--- src/rtl/cdp1802_pkg.sv ---
// Shared state-code constants and grant encoding for the cdp1802 core and its
// machine-cycle scheduler.
package cdp1802_pkg;

    localparam logic [1:0] SC_FETCH = 2'b00;
    localparam logic [1:0] SC_EXEC  = 2'b01;
    localparam logic [1:0] SC_DMA   = 2'b10;
    localparam logic [1:0] SC_INT   = 2'b11;

    typedef enum logic [1:0] {
        GNT_NONE    = 2'b00,
        GNT_DMA_IN  = 2'b01,
        GNT_DMA_OUT = 2'b10,
        GNT_INT     = 2'b11
    } grant_e;

endpackage

--- src/rtl/cdp1802_cycle_sched_if.sv ---
// Request/timing bundle between the cdp1802 core and the cycle scheduler.
// master = scheduler side, slave = core side.
interface cdp1802_cycle_sched_if;

    logic       WAIT_N;
    logic       INT_N;
    logic       ie;
    logic       dma_in_req;
    logic       dma_out_req;
    logic       cpu_instr_end;
    logic       cpu_idle;
    logic [1:0] SC;
    logic       TPA;
    logic       TPB;
    logic       cycle_end;
    logic [3:0] cycle_cnt;
    logic       grant_dma_in;
    logic       grant_dma_out;
    logic       grant_int;

    modport master (
        input  WAIT_N, INT_N, ie, dma_in_req, dma_out_req, cpu_instr_end, cpu_idle,
        output SC, TPA, TPB, cycle_end, cycle_cnt, grant_dma_in, grant_dma_out, grant_int
    );

    modport slave (
        output WAIT_N, INT_N, ie, dma_in_req, dma_out_req, cpu_instr_end, cpu_idle,
        input  SC, TPA, TPB, cycle_end, cycle_cnt, grant_dma_in, grant_dma_out, grant_int
    );

endinterface

--- src/rtl/cdp1802_tp_gen.sv ---
// Machine-cycle position counter with TPA/TPB pulses and end-of-cycle strobe.
module cdp1802_tp_gen #(
    parameter int CLKS_PER_CYCLE = 8,
    parameter int TPA_POS        = 1,
    parameter int TPB_POS        = 6
) (
    input  logic       clk,
    input  logic       rst_n,
    input  logic       wait_n,
    output logic [3:0] cycle_cnt,
    output logic       tpa,
    output logic       tpb,
    output logic       cycle_end
);

    localparam logic [3:0] CNT_LAST = 4'(CLKS_PER_CYCLE - 1);
    localparam logic [3:0] CNT_TPA  = 4'(TPA_POS);
    localparam logic [3:0] CNT_TPB  = 4'(TPB_POS);

    logic [3:0] cnt_q;
    logic [3:0] cnt_d;

    always_comb begin
        cnt_d = cnt_q;
        if (wait_n) begin
            cnt_d = (cnt_q == CNT_LAST) ? 4'd0 : cnt_q + 4'd1;
        end
    end

    always_ff @(posedge clk) begin
        if (!rst_n) cnt_q <= '0;
        else        cnt_q <= cnt_d;
    end

    // Pulses are gated by the live WAIT_N so a pause suppresses them at once.
    assign cycle_cnt = cnt_q;
    assign tpa       = wait_n && (cnt_q == CNT_TPA);
    assign tpb       = wait_n && (cnt_q == CNT_TPB);
    assign cycle_end = wait_n && (cnt_q == CNT_LAST);

endmodule

--- src/rtl/cdp1802_cycle_sched.sv ---
// cdp1802 machine-cycle sequencer: picks S0/S1/S2/S3 at each cycle boundary.
// Optional build macro CDP1802_INT_LATCH_EN latches short INT_N pulses.
module cdp1802_cycle_sched
    import cdp1802_pkg::*;
#(
    parameter int CLKS_PER_CYCLE = 8,
    parameter int TPA_POS        = 1,
    parameter int TPB_POS        = 6
) (
    input logic                   CLOCK,
    input logic                   CLEAR_N,
    cdp1802_cycle_sched_if.master bus
);

    logic       cycle_end;
    logic [1:0] sc_q, sc_d;
    grant_e     grant_q, grant_d;
    logic       init_q, init_d;
    logic       boundary;
    logic       int_req;

    cdp1802_tp_gen #(
        .CLKS_PER_CYCLE (CLKS_PER_CYCLE),
        .TPA_POS        (TPA_POS),
        .TPB_POS        (TPB_POS)
    ) u_tp_gen (
        .clk       (CLOCK),
        .rst_n     (CLEAR_N),
        .wait_n    (bus.WAIT_N),
        .cycle_cnt (bus.cycle_cnt),
        .tpa       (bus.TPA),
        .tpb       (bus.TPB),
        .cycle_end (cycle_end)
    );

`ifdef CDP1802_INT_LATCH_EN
    logic int_pend_q, int_pend_d;
    assign int_req = int_pend_q;
`else
    assign int_req = !bus.INT_N;
`endif

    always_ff @(posedge CLOCK) begin
        if (!CLEAR_N) begin
            sc_q    <= SC_EXEC;
            grant_q <= GNT_NONE;
            init_q  <= 1'b1;
`ifdef CDP1802_INT_LATCH_EN
            int_pend_q <= 1'b0;
`endif
        end else begin
            sc_q    <= sc_d;
            grant_q <= grant_d;
            init_q  <= init_d;
`ifdef CDP1802_INT_LATCH_EN
            int_pend_q <= int_pend_d;
`endif
        end
    end

    always_comb begin
        sc_d     = sc_q;
        grant_d  = grant_q;
        init_d   = init_q;
        boundary = (sc_q == SC_DMA) || (sc_q == SC_INT) ||
                   ((sc_q == SC_EXEC) && (bus.cpu_instr_end || init_q || bus.cpu_idle));
        if (cycle_end) begin
            init_d  = 1'b0;
            grant_d = GNT_NONE;
            if (!boundary) begin
                sc_d = SC_EXEC;
            end else if (bus.dma_in_req) begin
                sc_d    = SC_DMA;
                grant_d = GNT_DMA_IN;
            end else if (bus.dma_out_req) begin
                sc_d    = SC_DMA;
                grant_d = GNT_DMA_OUT;
            end else if (int_req && bus.ie && (sc_q != SC_INT)) begin
                sc_d    = SC_INT;
                grant_d = GNT_INT;
            end else if (bus.cpu_idle && (sc_q == SC_EXEC)) begin
                sc_d = SC_EXEC;
            end else begin
                sc_d = SC_FETCH;
            end
        end
`ifdef CDP1802_INT_LATCH_EN
        // Clearing on grant wins over a same-clock set.
        int_pend_d = int_pend_q;
        if (bus.WAIT_N && !bus.INT_N) int_pend_d = 1'b1;
        if (cycle_end && (grant_d == GNT_INT)) int_pend_d = 1'b0;
`endif
    end

    always_comb begin
        bus.SC            = sc_q;
        bus.cycle_end     = cycle_end;
        bus.grant_dma_in  = (grant_q == GNT_DMA_IN);
        bus.grant_dma_out = (grant_q == GNT_DMA_OUT);
        bus.grant_int     = (grant_q == GNT_INT);
    end

endmodule

--- src/flat_wrapper.sv ---
// flat-port wrapper written by rule: the top's interface ports become plain ports
module cdp1802_cycle_sched_flat import cdp1802_pkg::*;
#(
    parameter int CLKS_PER_CYCLE = 8,
    parameter int TPA_POS        = 1,
    parameter int TPB_POS        = 6
)
  (CLOCK, CLEAR_N, bus_WAIT_N, bus_INT_N, bus_ie, bus_dma_in_req, bus_dma_out_req, bus_cpu_instr_end, bus_cpu_idle, bus_SC, bus_TPA, bus_TPB, bus_cycle_end, bus_cycle_cnt, bus_grant_dma_in, bus_grant_dma_out, bus_grant_int);
  cdp1802_cycle_sched_if bus_i ();
  input logic CLOCK;
  input logic CLEAR_N;
  input wire logic [$bits(bus_i.WAIT_N)-1:0] bus_WAIT_N;
  input wire logic [$bits(bus_i.INT_N)-1:0] bus_INT_N;
  input wire logic [$bits(bus_i.ie)-1:0] bus_ie;
  input wire logic [$bits(bus_i.dma_in_req)-1:0] bus_dma_in_req;
  input wire logic [$bits(bus_i.dma_out_req)-1:0] bus_dma_out_req;
  input wire logic [$bits(bus_i.cpu_instr_end)-1:0] bus_cpu_instr_end;
  input wire logic [$bits(bus_i.cpu_idle)-1:0] bus_cpu_idle;
  output wire logic [$bits(bus_i.SC)-1:0] bus_SC;
  output wire logic [$bits(bus_i.TPA)-1:0] bus_TPA;
  output wire logic [$bits(bus_i.TPB)-1:0] bus_TPB;
  output wire logic [$bits(bus_i.cycle_end)-1:0] bus_cycle_end;
  output wire logic [$bits(bus_i.cycle_cnt)-1:0] bus_cycle_cnt;
  output wire logic [$bits(bus_i.grant_dma_in)-1:0] bus_grant_dma_in;
  output wire logic [$bits(bus_i.grant_dma_out)-1:0] bus_grant_dma_out;
  output wire logic [$bits(bus_i.grant_int)-1:0] bus_grant_int;
  assign bus_i.WAIT_N = bus_WAIT_N;
  assign bus_i.INT_N = bus_INT_N;
  assign bus_i.ie = bus_ie;
  assign bus_i.dma_in_req = bus_dma_in_req;
  assign bus_i.dma_out_req = bus_dma_out_req;
  assign bus_i.cpu_instr_end = bus_cpu_instr_end;
  assign bus_i.cpu_idle = bus_cpu_idle;
  assign bus_SC = bus_i.SC;
  assign bus_TPA = bus_i.TPA;
  assign bus_TPB = bus_i.TPB;
  assign bus_cycle_end = bus_i.cycle_end;
  assign bus_cycle_cnt = bus_i.cycle_cnt;
  assign bus_grant_dma_in = bus_i.grant_dma_in;
  assign bus_grant_dma_out = bus_i.grant_dma_out;
  assign bus_grant_int = bus_i.grant_int;
  cdp1802_cycle_sched #(.CLKS_PER_CYCLE(CLKS_PER_CYCLE), .TPA_POS(TPA_POS), .TPB_POS(TPB_POS)) u_core (.CLOCK(CLOCK), .CLEAR_N(CLEAR_N), .bus(bus_i));
endmodule
--- config.mk ---
export PLATFORM = sky130hd
export DESIGN_NAME = cdp1802_cycle_sched_flat
export DESIGN_NICKNAME = d
export VERILOG_FILES = /design/src/rtl/cdp1802_pkg.sv /design/src/rtl/cdp1802_cycle_sched_if.sv /design/src/rtl/cdp1802_tp_gen.sv /design/src/rtl/cdp1802_cycle_sched.sv /design/src/flat_wrapper.sv
export SDC_FILE = /design/constraint.sdc
export NUM_CORES = 1
export LEC_CHECK = 0
export CAP_MARGIN = 20
export CELL_PAD_IN_SITES_DETAIL_PLACEMENT = 1
export CELL_PAD_IN_SITES_GLOBAL_PLACEMENT = 1
export CORE_MARGIN = 2
export CORE_UTILIZATION = 32
export DETAILED_ROUTE_END_ITERATION = 10
export GPL_TIMING_DRIVEN = 0
export PLACE_DENSITY_LB_ADDON = 0.1
export SYNTH_ARGS = -nofsm -noshare
export SYNTH_HDL_FRONTEND = slang
export SYNTH_HIERARCHICAL = 1
export SYNTH_SLANG_ARGS = --single-unit
--- constraint.sdc ---
create_clock -name CLOCK -period 3.95 [get_ports CLOCK]
set_input_delay 1.185 -clock CLOCK [delete_from_list [all_inputs] [get_ports CLOCK]]
set_output_delay 1.185 -clock CLOCK [all_outputs]
set_load 0.1 [all_outputs]
==> flow_metrics.py, run 1 <==
metrics = {
    "timing": {
        "setup-violations-final": 0,
        "relative_slew_margins_pct": 35.50,
        "layout_worst_path_cycle_share_pct": 96.97,
        "clock_skew_ns": 0.007995,
        "max_slew.worst_pin.slew_ns": 0.9645,
        "final_max_slew_viol_count": 0,
        "finalWorstSetupSlack_ns": 0.1198,
        "grt_setup_unrepaired": "no",
        "finalWorstPathRequiredPeriod_ns": 3.830,
        "totalNegativeSetupSlack_ns": 0,
        "finalHoldViolations": 0,
        "timing.fmax_ghz": 0.2611,
    },
    "final_layout": {
        "multiInputGateArea_sq_um": 325.3,
        "post_route_cells_drive_above_1_share_pct": 13.75,
        "fin_util_pct": 49.84,
        "sequential_cell_area_sq_um": 180.2,
        "antenna-diode-count": 0,
        "area_delta_synth_final_pct": 43.46,
        "finish.cell_count_without_fillers": 96,
        "mostFrequentLayoutCell": "sky130_fd_sc_hd__clkdlybuf4s50_1",
        "mostFrequentLayoutCells": "sky130_fd_sc_hd__clkdlybuf4s50_1, sky130_fd_sc_hd__dfxtp_1, sky130_fd_sc_hd__inv_1",
        "layout.filler_cells": 194,
        "final_nets": 93,
    },
    "cts": {
        "cts_tree": "built",
        "post-cts-setup-buffers": 0,
        "ctsRootBufferMaster": "sky130_fd_sc_hd__clkbuf_4",
        "clk_pin_slew_ns": 0.05,
        "clock_tree.htree_level_count": 1,
        "tritoncts.num_buffers": 3,
        "clk_path_buf_depth": 2,
        "cts.sink_count": 9,
        "clock_latency_ns": 0.27,
    },
    "global_route": {
        "grt_start_max_net_pins": 9,
        "global_route_wire_length_before_repair_mm": 2.125,
        "via_count_of_the_first_global_routing_pass": 485,
        "grt_util_all_layers_pct": 15.56,
        "initial_antenna_violation_count": 0,
        "grt-ovfl-total": 0,
    },
    "logic_synthesis": {
        "yosysWarnings": 6,
        "synthFlopType": "sky130_fd_sc_hd__dfxtp_1",
        "synth_cell_types": 33,
        "number_of_enable_type_register_cells_in_the_synthesized_netlist": 0,
        "syn-cell-area_sq_um": 535.5,
        "synth_fp_nets": 69,
        "postSynthCellCount": 57,
        "number_of_synthesized_register_bits": 9,
        "avgSynthCellArea_sq_um": 9.395,
        "synth_sequential_area_ratio_pct": 33.64,
        "async_flop_share_pct": 0,
    },
    "placed_design": {
        "io_buffer_count": 19,
        "post-dp-hpwl_mm": 1.021,
        "place.gp.congestion": 0.7158,
        "number_of_instances_in_the_placed_design": 92,
        "placement.setup.worst_slack_ns": -0.1766,
    },
    "floorplan": {
        "core.rowCount": 14,
        "floorplan.initialDensity_pct": 34.74,
        "area_of_the_core_sq_um": 1541,
        "top_level_ports": 21,
        "floorplan.die.height_um": 44.91,
        "chip_width_um": 44.91,
        "dieArea_sq_um": 2017,
    },
    "flow_run": {
        "drv.max_cap_violation_count": 0,
    },
    "worst_setup_path": {
        "critical_path_peak_fanout": 7,
        "timing_worst_setup_path_type": "in2out",
        "timing.critical_path.to_type": "output port",
        "critical_path_required_ns": 2.76,
        "critical_path_arrival_ns": 2.65,
        "worstSetupStartpointType": "primary input",
    },
    "route": {
        "drt-vias-per-instance": 5.281,
        "remaining_drc_errors": 0,
        "detail_route.wirelength_mm": 1.281,
        "routedWlPerCell_um": 13.34,
        "drt_pass1_iterations": 3,
        "drt-initial-drc-count": 1,
        "routed-via-count": 507,
        "drt.antenna.violating_nets": 0,
    },
    "pwr": {
        "power-per-cell-area_nw_per_um2": 288.8,
        "p_leak_nw": 0.3290,
        "ir_drop_v": 0.0002150,
    },
    "min_path": {
        "timing.hold.worst.class": "reg2reg",
    },
    "outcome": {
        "status": "completed",
    },
}
[cells by family after synthesis]
family,share of synthesized area (%)
simple gates,26.40
compound gates,23.84
flops,33.64
buf+inv,5.608
fa+ha+maj,7.010
xor+xnor,1.636
mux,1.869
[layout make-up]
| class | count | share of cell area, % |
|---|---|---|
| timing repair buffer | 19 | 24.27 |
| sequential | 9 | 23.45 |
| multi-input combinational | 41 | 42.35 |
| tap | 16 | 2.606 |
| buffer | 1 | 0.9772 |
| inverter | 6 | 2.932 |
| clock buffer | 4 | 3.420 |
[worst max-delay path: stages]
cell and delay (ns):
sky130_fd_sc_hd__buf_4 0.12, sky130_fd_sc_hd__nor2b_4 0.18, sky130_fd_sc_hd__and3_1 0.27, sky130_fd_sc_hd__dlygate4sd2_1 0.88
[synth_stat cells, types with 2 or more instances]
library cell,instances,area (sq um)
sky130_fd_sc_hd__dfxtp_1,9,180.2
sky130_fd_sc_hd__inv_1,6,22.52
sky130_fd_sc_hd__ha_1,3,37.54
sky130_fd_sc_hd__nand2_1,3,11.26
sky130_fd_sc_hd__nor2_1,3,11.26
sky130_fd_sc_hd__a21oi_1,2,10.01
sky130_fd_sc_hd__and2_1,2,12.51
sky130_fd_sc_hd__and3_1,2,12.51
sky130_fd_sc_hd__nand3_1,2,10.01
sky130_fd_sc_hd__nor2b_1,2,12.51
[sequential cells by signal (all words and copies together) (netlist names)]
name / flops
u_core/bus.SC: 2
u_core/grant_q: 2
u_core/init_q: 1
u_core/u_tp_gen/cycle_cnt: 4
[through the flow]
stage | instance area [sq um] | hold slack (ns) | total power [mW]
2_1_floorplan | 535.5 | 0.4399 | 0.1350
3_3_place_gp | 745.7 | 0.4614 | 0.1519
3_5_place_dp | 745.7 | 0.4677 | 0.1532
4_1_cts | 768.2 | 0.4812 | 0.2258
5_1_grt | 768.2 | 0.4885 | 0.2358
6_report | 768.2 | 0.4721 | 0.2218
[worst paths after layout]
check                               startpoint                to  slack (ns)  cells after the start
hold / removal                   u_core/init_q     u_core/init_q        0.47                      1
hold reg to reg                  u_core/init_q     u_core/init_q        0.47                      1
setup reg to reg  u_core/u_tp_gen/cycle_cnt[0]  u_core/bus.SC[1]        2.00                      5
setup / recovery                    bus_WAIT_N     bus_cycle_end        0.12                      4
[layer usage]
metal | up-vias | track usage (%) | routed length, um
met1 | 240 | 18.16 | 597
met3 | 5 | 6.000 | 65
li1 | 250 | - | -
met2 | 12 | 23.48 | 587
met5 | - | 0 | 0
met4 | 0 | 10.59 | 30
[power by group]
group          leakage (nW)  total [mW]  switching [mW]  internal, mW
sequential           0.0731      0.0973         0.00416        0.0932
combinational         0.241      0.0533          0.0343        0.0189
clock                0.0150      0.0712          0.0323        0.0389
total                 0.329       0.222          0.0708         0.151
[what timing repair did]
item | 4_1_cts | 5_1_grt
endpoints found under the setup margin | 3 | 0
gates resized for setup | 3 | 0
hold buffers | 0 | 0
Note: power is estimated with default switching activity, not from simulation.
==> inputs of run 2 (changes only) <==
--- a/config.mk
+++ b/config.mk
@@ -13,6 +13,7 @@
 export DETAILED_ROUTE_END_ITERATION = 10
 export GPL_TIMING_DRIVEN = 0
 export PLACE_DENSITY_LB_ADDON = 0.1
+export SLEW_MARGIN = 20
 export SYNTH_ARGS = -nofsm -noshare
 export SYNTH_HDL_FRONTEND = slang
 export SYNTH_HIERARCHICAL = 1
==> results of run 2 <==
The final DEF is identical to that of run 1; final timing and power are the same.
